<file path="src/rtl/pwm_multi.sv">
// pwm_multi: N-channel PWM generator that shares one period counter.
// It has a programmable prescaler and an edge-aligned or center-aligned
// counting mode. Channel levels are double-buffered: new levels wait in
// a pending register and are applied only at a period boundary, or at
// once while the block is stopped. The out and sync outputs are
// registered, so they lag the counter state by one clock.
module pwm_multi #(
    parameter int C_CLK_FRQ        = 100000000,
    parameter int C_LEVEL_WIDTH    = 8,
    parameter int C_CHANNELS       = 4,
    parameter int C_PRESCALE_WIDTH = 8
) (
    input  logic                                clk,
    input  logic                                rst,
    input  logic                                enable,
    input  logic                                mode,
    input  logic [C_PRESCALE_WIDTH-1:0]         prescale,
    input  logic [C_CHANNELS*C_LEVEL_WIDTH-1:0] level,
    input  logic                                load,
    output logic [C_CHANNELS-1:0]               out,
    output logic                                sync,
    output logic                                pend
);

    localparam int W = C_LEVEL_WIDTH;
    localparam int N = C_CHANNELS;
    localparam int P = C_PRESCALE_WIDTH;

    // Last counter value of a sweep, M = 2^W - 2.
    localparam logic [W-1:0] CNT_MAX = ~(W'(1'b1));

    // The clock frequency has no effect on the logic. An invalid
    // configuration elaborates this empty marker block.
    if (C_CLK_FRQ <= 0 || C_CHANNELS < 1 || C_CHANNELS > 32) begin : g_param_out_of_range
    end

    typedef enum logic {
        ST_UP   = 1'b0,
        ST_DOWN = 1'b1
    } dir_e;

    dir_e               state_r, state_s;
    logic [P-1:0]       psc_r, psc_s;
    logic [W-1:0]       cnt_r, cnt_s;
    logic [N*W-1:0]     act_r, act_s;
    logic [N*W-1:0]     pending_r, pending_s;
    logic               pend_r, pend_s;
    logic               mode_act_r, mode_act_s;
    logic [P-1:0]       prescale_act_r, prescale_act_s;
    logic [N-1:0]       out_r, out_s;
    logic               sync_r, sync_s;
    logic               tick_s;
    logic               at_last_s;
    logic               boundary_s;
    logic               xfer_s;

    // Compute the next state: prescaler, counter sweep, double buffer and outputs.
    always_comb begin
        state_s        = state_r;
        psc_s          = psc_r;
        cnt_s          = cnt_r;
        act_s          = act_r;
        pending_s      = pending_r;
        pend_s         = pend_r;
        mode_act_s     = mode_act_r;
        prescale_act_s = prescale_act_r;
        out_s          = {N{1'b0}};
        sync_s         = 1'b0;

        tick_s = (psc_r == prescale_act_r);
        if (mode_act_r) begin
            at_last_s = (state_r == ST_DOWN) && (cnt_r == {W{1'b0}});
        end else begin
            at_last_s = (cnt_r == CNT_MAX);
        end
        boundary_s = enable && tick_s && at_last_s;
        // Pending levels are applied at a boundary, or at once while stopped.
        xfer_s = pend_r && (boundary_s || !enable);

        if (!enable) begin
            psc_s          = {P{1'b0}};
            cnt_s          = {W{1'b0}};
            state_s        = ST_UP;
            mode_act_s     = mode;
            prescale_act_s = prescale;
        end else if (tick_s) begin
            psc_s = {P{1'b0}};
            if (boundary_s) begin
                cnt_s          = {W{1'b0}};
                state_s        = ST_UP;
                mode_act_s     = mode;
                prescale_act_s = prescale;
            end else begin
                case (state_r)
                    ST_UP: begin
                        // Center mode holds M for one extra tick before it counts down.
                        if (mode_act_r && (cnt_r == CNT_MAX)) begin
                            state_s = ST_DOWN;
                        end else begin
                            cnt_s = cnt_r + W'(1'b1);
                        end
                    end
                    ST_DOWN: begin
                        // The 0-dwell is the boundary case above, so this branch is defensive.
                        if (cnt_r == {W{1'b0}}) begin
                            state_s = ST_UP;
                        end else begin
                            cnt_s = cnt_r - W'(1'b1);
                        end
                    end
                    default: begin
                        state_s = ST_UP;
                        cnt_s   = {W{1'b0}};
                    end
                endcase
            end
        end else begin
            psc_s = psc_r + P'(1'b1);
        end

        if (xfer_s) begin
            act_s = pending_r;
        end else begin
            act_s = act_r;
        end

        // A load that coincides with a transfer keeps pend set for the new value.
        if (load) begin
            pending_s = level;
            pend_s    = 1'b1;
        end else if (xfer_s) begin
            pend_s = 1'b0;
        end else begin
            pend_s = pend_r;
        end

        for (int k = 0; k < N; k++) begin
            out_s[k] = enable && (cnt_r < act_r[k*W +: W]);
        end
        // Only the first clock of a period has the state 0/UP/psc=0.
        sync_s = enable && (psc_r == {P{1'b0}}) && (cnt_r == {W{1'b0}}) && (state_r == ST_UP);
    end

    // State and output registers; reset overrides every other input.
    always_ff @(posedge clk) begin
        if (rst) begin
            state_r        <= ST_UP;
            psc_r          <= {P{1'b0}};
            cnt_r          <= {W{1'b0}};
            act_r          <= {(N*W){1'b0}};
            pending_r      <= {(N*W){1'b0}};
            pend_r         <= 1'b0;
            mode_act_r     <= 1'b0;
            prescale_act_r <= {P{1'b0}};
            out_r          <= {N{1'b0}};
            sync_r         <= 1'b0;
        end else begin
            state_r        <= state_s;
            psc_r          <= psc_s;
            cnt_r          <= cnt_s;
            act_r          <= act_s;
            pending_r      <= pending_s;
            pend_r         <= pend_s;
            mode_act_r     <= mode_act_s;
            prescale_act_r <= prescale_act_s;
            out_r          <= out_s;
            sync_r         <= sync_s;
        end
    end

    assign out  = out_r;
    assign sync = sync_r;
    assign pend = pend_r;

endmodule

</file>
<file path="config.mk">
export PLATFORM = sky130hd
export DESIGN_NAME = pwm_multi
export DESIGN_NICKNAME = d
export VERILOG_FILES = /design/src/rtl/pwm_multi.sv
export SDC_FILE = /design/constraint.sdc
export NUM_CORES = 1
export LEC_CHECK = 0
export ABC_CLOCK_PERIOD_IN_PS = 2250
export CELL_PAD_IN_SITES_DETAIL_PLACEMENT = 1
export CELL_PAD_IN_SITES_GLOBAL_PLACEMENT = 2
export CORE_MARGIN = 2
export CORE_UTILIZATION = 39
export CTS_CLUSTER_SIZE = 8
export DETAILED_ROUTE_END_ITERATION = 6
export DONT_BUFFER_PORTS = 1
export PLACE_DENSITY = 0.91
export SLEW_MARGIN = 20
export SYNTH_ARGS = -nofsm -noshare
export SYNTH_HDL_FRONTEND = slang
export SYNTH_SLANG_ARGS = --single-unit
export TNS_END_PERCENT = 20
</file>
<file path="constraint.sdc">
create_clock -name clk -period 2.25 [get_ports clk]
set_input_delay 0.5625 -clock clk [delete_from_list [all_inputs] [get_ports clk]]
set_output_delay 0.5625 -clock clk [all_outputs]
set_load 0.01 [all_outputs]
</file>
==> results of run 1 <==
## logic make-up after synthesis
| kind of cell | synth area share |
|---|---|
| AOI/OAI and AO/OA | 0.1142 |
| xor gates and xnor gates | 0.03835 |
| adders and majority gates | 0.1030 |
| buffers and inverters | 0.05998 |
| DFF | 0.4207 |
| muxes | 0.09641 |
| and+or+nand+nor | 0.1674 |
## synthesized netlist by cell type, types with 2 or more instances
library cell / number / share of area
nor4_1: 2 / 0.0027
a31oi_1: 5 / 0.0068
a211o_1: 4 / 0.0077
nor3_1: 3 / 0.0033
nand4_1: 5 / 0.0068
buf_2: 5 / 0.0055
nand2_1: 36 / 0.030
o21ai_0: 6 / 0.0066
o21bai_1: 5 / 0.0082
buf_6: 4 / 0.0099
mux2i_1: 44 / 0.096
clkbuf_1: 13 / 0.011
nor2_1: 61 / 0.050
xor2_1: 5 / 0.0096
inv_1: 38 / 0.031
nand3_1: 40 / 0.044
nand2b_1: 6 / 0.0082
a211oi_1: 6 / 0.0099
xnor2_1: 15 / 0.029
and3_1: 4 / 0.0055
buf_1: 2 / 0.0016
dfxtp_1: 96 / 0.42
a21o_1: 10 / 0.016
a21oi_1: 38 / 0.042
ha_1: 36 / 0.099
o41ai_1: 2 / 0.0038
## worst register-to-register path, delay by kind of cell, from the launching register on
| family | cells | cell delay (ps) |
|---|---|---|
| fa+ha+maj | 1 | 300 |
| compound gates | 5 | 630 |
| flops | 1 | 520 |
| simple gates | 1 | 630 |
## stage by stage
| step | cell area, µm² | cells | total power, mW | setup slack [ps] | hold WS (ps) |
|---|---|---|---|---|---|
| after floorplan | 4568 | 508 | 2.085 | 250.8 | 436.3 |
| after global placement | 4750 | 640 | 2.112 | 222.1 | 440.8 |
| after detailed placement | 4750 | 640 | 2.128 | 72.37 | 443.6 |
| after CTS | 5016 | 656 | 3.523 | 47.52 | 273.5 |
| after global routing | 5031 | 656 | 3.628 | 42.85 | 266.1 |
| final | 5031 | 656 | 3.483 | 103.1 | 284.6 |
## sequential cells by signal, indices dropped and copies added, names as in the netlist
register and flops:
act_r 32, pending_r 32, cnt_r 8, prescale_act_r 8
psc_r 8, out 4, mode_act_r 1, pend 1
state_r 1, sync 1
## area by class of cell
type,count,area (µm²),area share
multi-input cells,349,2390,0.4750
flip-flops and latches,96,1923,0.3822
clock buffers,11,232.7,0.04626
well taps,143,178.9,0.03556
inverters,38,142.6,0.02835
repair buffers,14,130.1,0.02586
clock inverters,5,33.78,0.006715
## per-layer routing
layer,global-route usage,vias to the layer above,routed length [µm]
met1,0.2216,1683,4922
li1,-,1747,-
met2,0.2948,39,5083
met3,0.03888,12,270
met5,0,-,0
met4,0.05122,0,174
## power by group through the flow
stage                     Sequential (mW)  Clock, mW  Combinational (mW)
after floorplan                      1.84          0               0.246
after global placement               1.85          0               0.263
after detailed placement             1.85          0               0.277
after CTS                            1.81       1.43               0.279
after global routing                 1.82       1.50               0.311
final                                1.81       1.40               0.275
## path summary, 6_finish.rpt
kind	start	end	slack, ps	cells after the start
max	cnt_r[1]	cnt_r[6]	100	7
min	rst	pending_r[0]	280	1
max reg2reg	cnt_r[1]	cnt_r[6]	100	7
min reg2reg	act_r[30]	act_r[30]	450	2
## what timing repair did
item,in CTS,in global routing
gates resized for setup,0,3
buffers inserted,0,0
endpoints found under the setup margin,0,10
==> qor.csv, run 1 <==
metric;value;unit
cts_buffers;9;
timing.fmax;465.8;MHz
powerDensity;692.3;nW/µm²
avgSynthCellArea;8.992;µm²
postRouteAntennaNets;0;
antennaDiodeCount;0;
final_common_cell;dfxtp_1;
crit_path_start_kind;flip-flop;
synth-edff-count;0;
critical-path-slowest-cell;or4b_2;
netlist_area;4568;µm²
slew_headroom;0.6801;
grt_max_degree;77;
syn_inst;508;
grt_overflow;0;
ctsHoldBuffers;0;
clk_pin_slew;70;ps
finalCritPeriodShare;0.9542;
worstPathCellList;fa_1 -> a21o_1 -> a21oi_1 -> or4b_2 -> o41ai_1 -> o21ai_0 -> a21oi_1;
place.gp.congestion;0.8290;
grt_pass1_vias;3584;
dieArea;12590;µm²
num-fill-cells;1379;
synth_seq_cells;96;
finalClockSkew;9.043;ps
area_growth;10.13;%
antenna_found_initial;0;
cp_data_required_time;2520;ps
cts_buffer_depth;2;
core;11420;µm²
syn_nets;590;
combPwrFrac;0.079;
io_pins;51;
clock_latency;340;ps
p_sw_frac;0.2406;
final.setup.tns;0;ps
first_iter_violations;100;
cpPeakStageDelay;630;ps
max_cap_viol_count;0;
crit_top_cell;a21oi_1;
io_buffers;0;
ir_worst_vdd;0.0004533;V
ys.flop_type;dfxtp_1;
row_count;39;
die_x;112.2;µm
drc;0;
h-tree-depth;3;
post_drt_wl_per_cell;15.93;µm
postRouteWirelength;10.45;mm
crit_path_end_kind;flip-flop;
path_delay_family;compound AO/OA/AOI/OAI gates;
outcome;finished clean;
crit_fanout;7;
worst_pin_slew;479.8;ps
setup_viol_count_final;0;
num_vias;3481;
cts_tree;yes;
drive_gt1_frac;0.07212;
cp_num_buf_inv;0;
p_leak;2.006;nW
ys_async_sr_fraction;0;
pwr-share-clk;0.401;
yosysUniqueCellTypes;43;
grt_first_pass_wirelength;17.64;mm
dr.pass1.iters;4;
drv_slew;0;
fin_crit;2147;ps
layout_common_cells;95 x dfxtp_1, 61 x nor2_1, 44 x mux2i_1;
p_switching;0.8379;mW
seq_area_frac_synth;0.4207;
fin_util;0.4406;
cellInternalPower;2.645;mW
root_buffer;clkbuf_16;
viasPerCell;5.306;
grt_usage;0.1736;
yosys_warnings;0;
hold_class;input pin to flip-flop;
rsz0062_at_grt;no;
finalHoldViolations;0;
cp.arrival;2420;ps
p_seq_frac;0.520;
criticalPathCategory;flip-flop to flip-flop;
die_h;112.2;µm
start_util;0.4001;
hpwl;7.569;mm
fin_nets;590;
cts_num_sinks;96;
Note: power is estimated with default switching activity, not from simulation.
==> inputs of run 2 (changes only) <==
--- a/config.mk
+++ b/config.mk
@@ -13,6 +13,7 @@
 export CTS_CLUSTER_SIZE = 8
 export DETAILED_ROUTE_END_ITERATION = 6
 export DONT_BUFFER_PORTS = 1
+export HOLD_SLACK_MARGIN = 0.03
 export PLACE_DENSITY = 0.91
 export SLEW_MARGIN = 20
 export SYNTH_ARGS = -nofsm -noshare
==> results of run 2 <==
No change in the layout: final DEF, timing and power equal those of run 1.
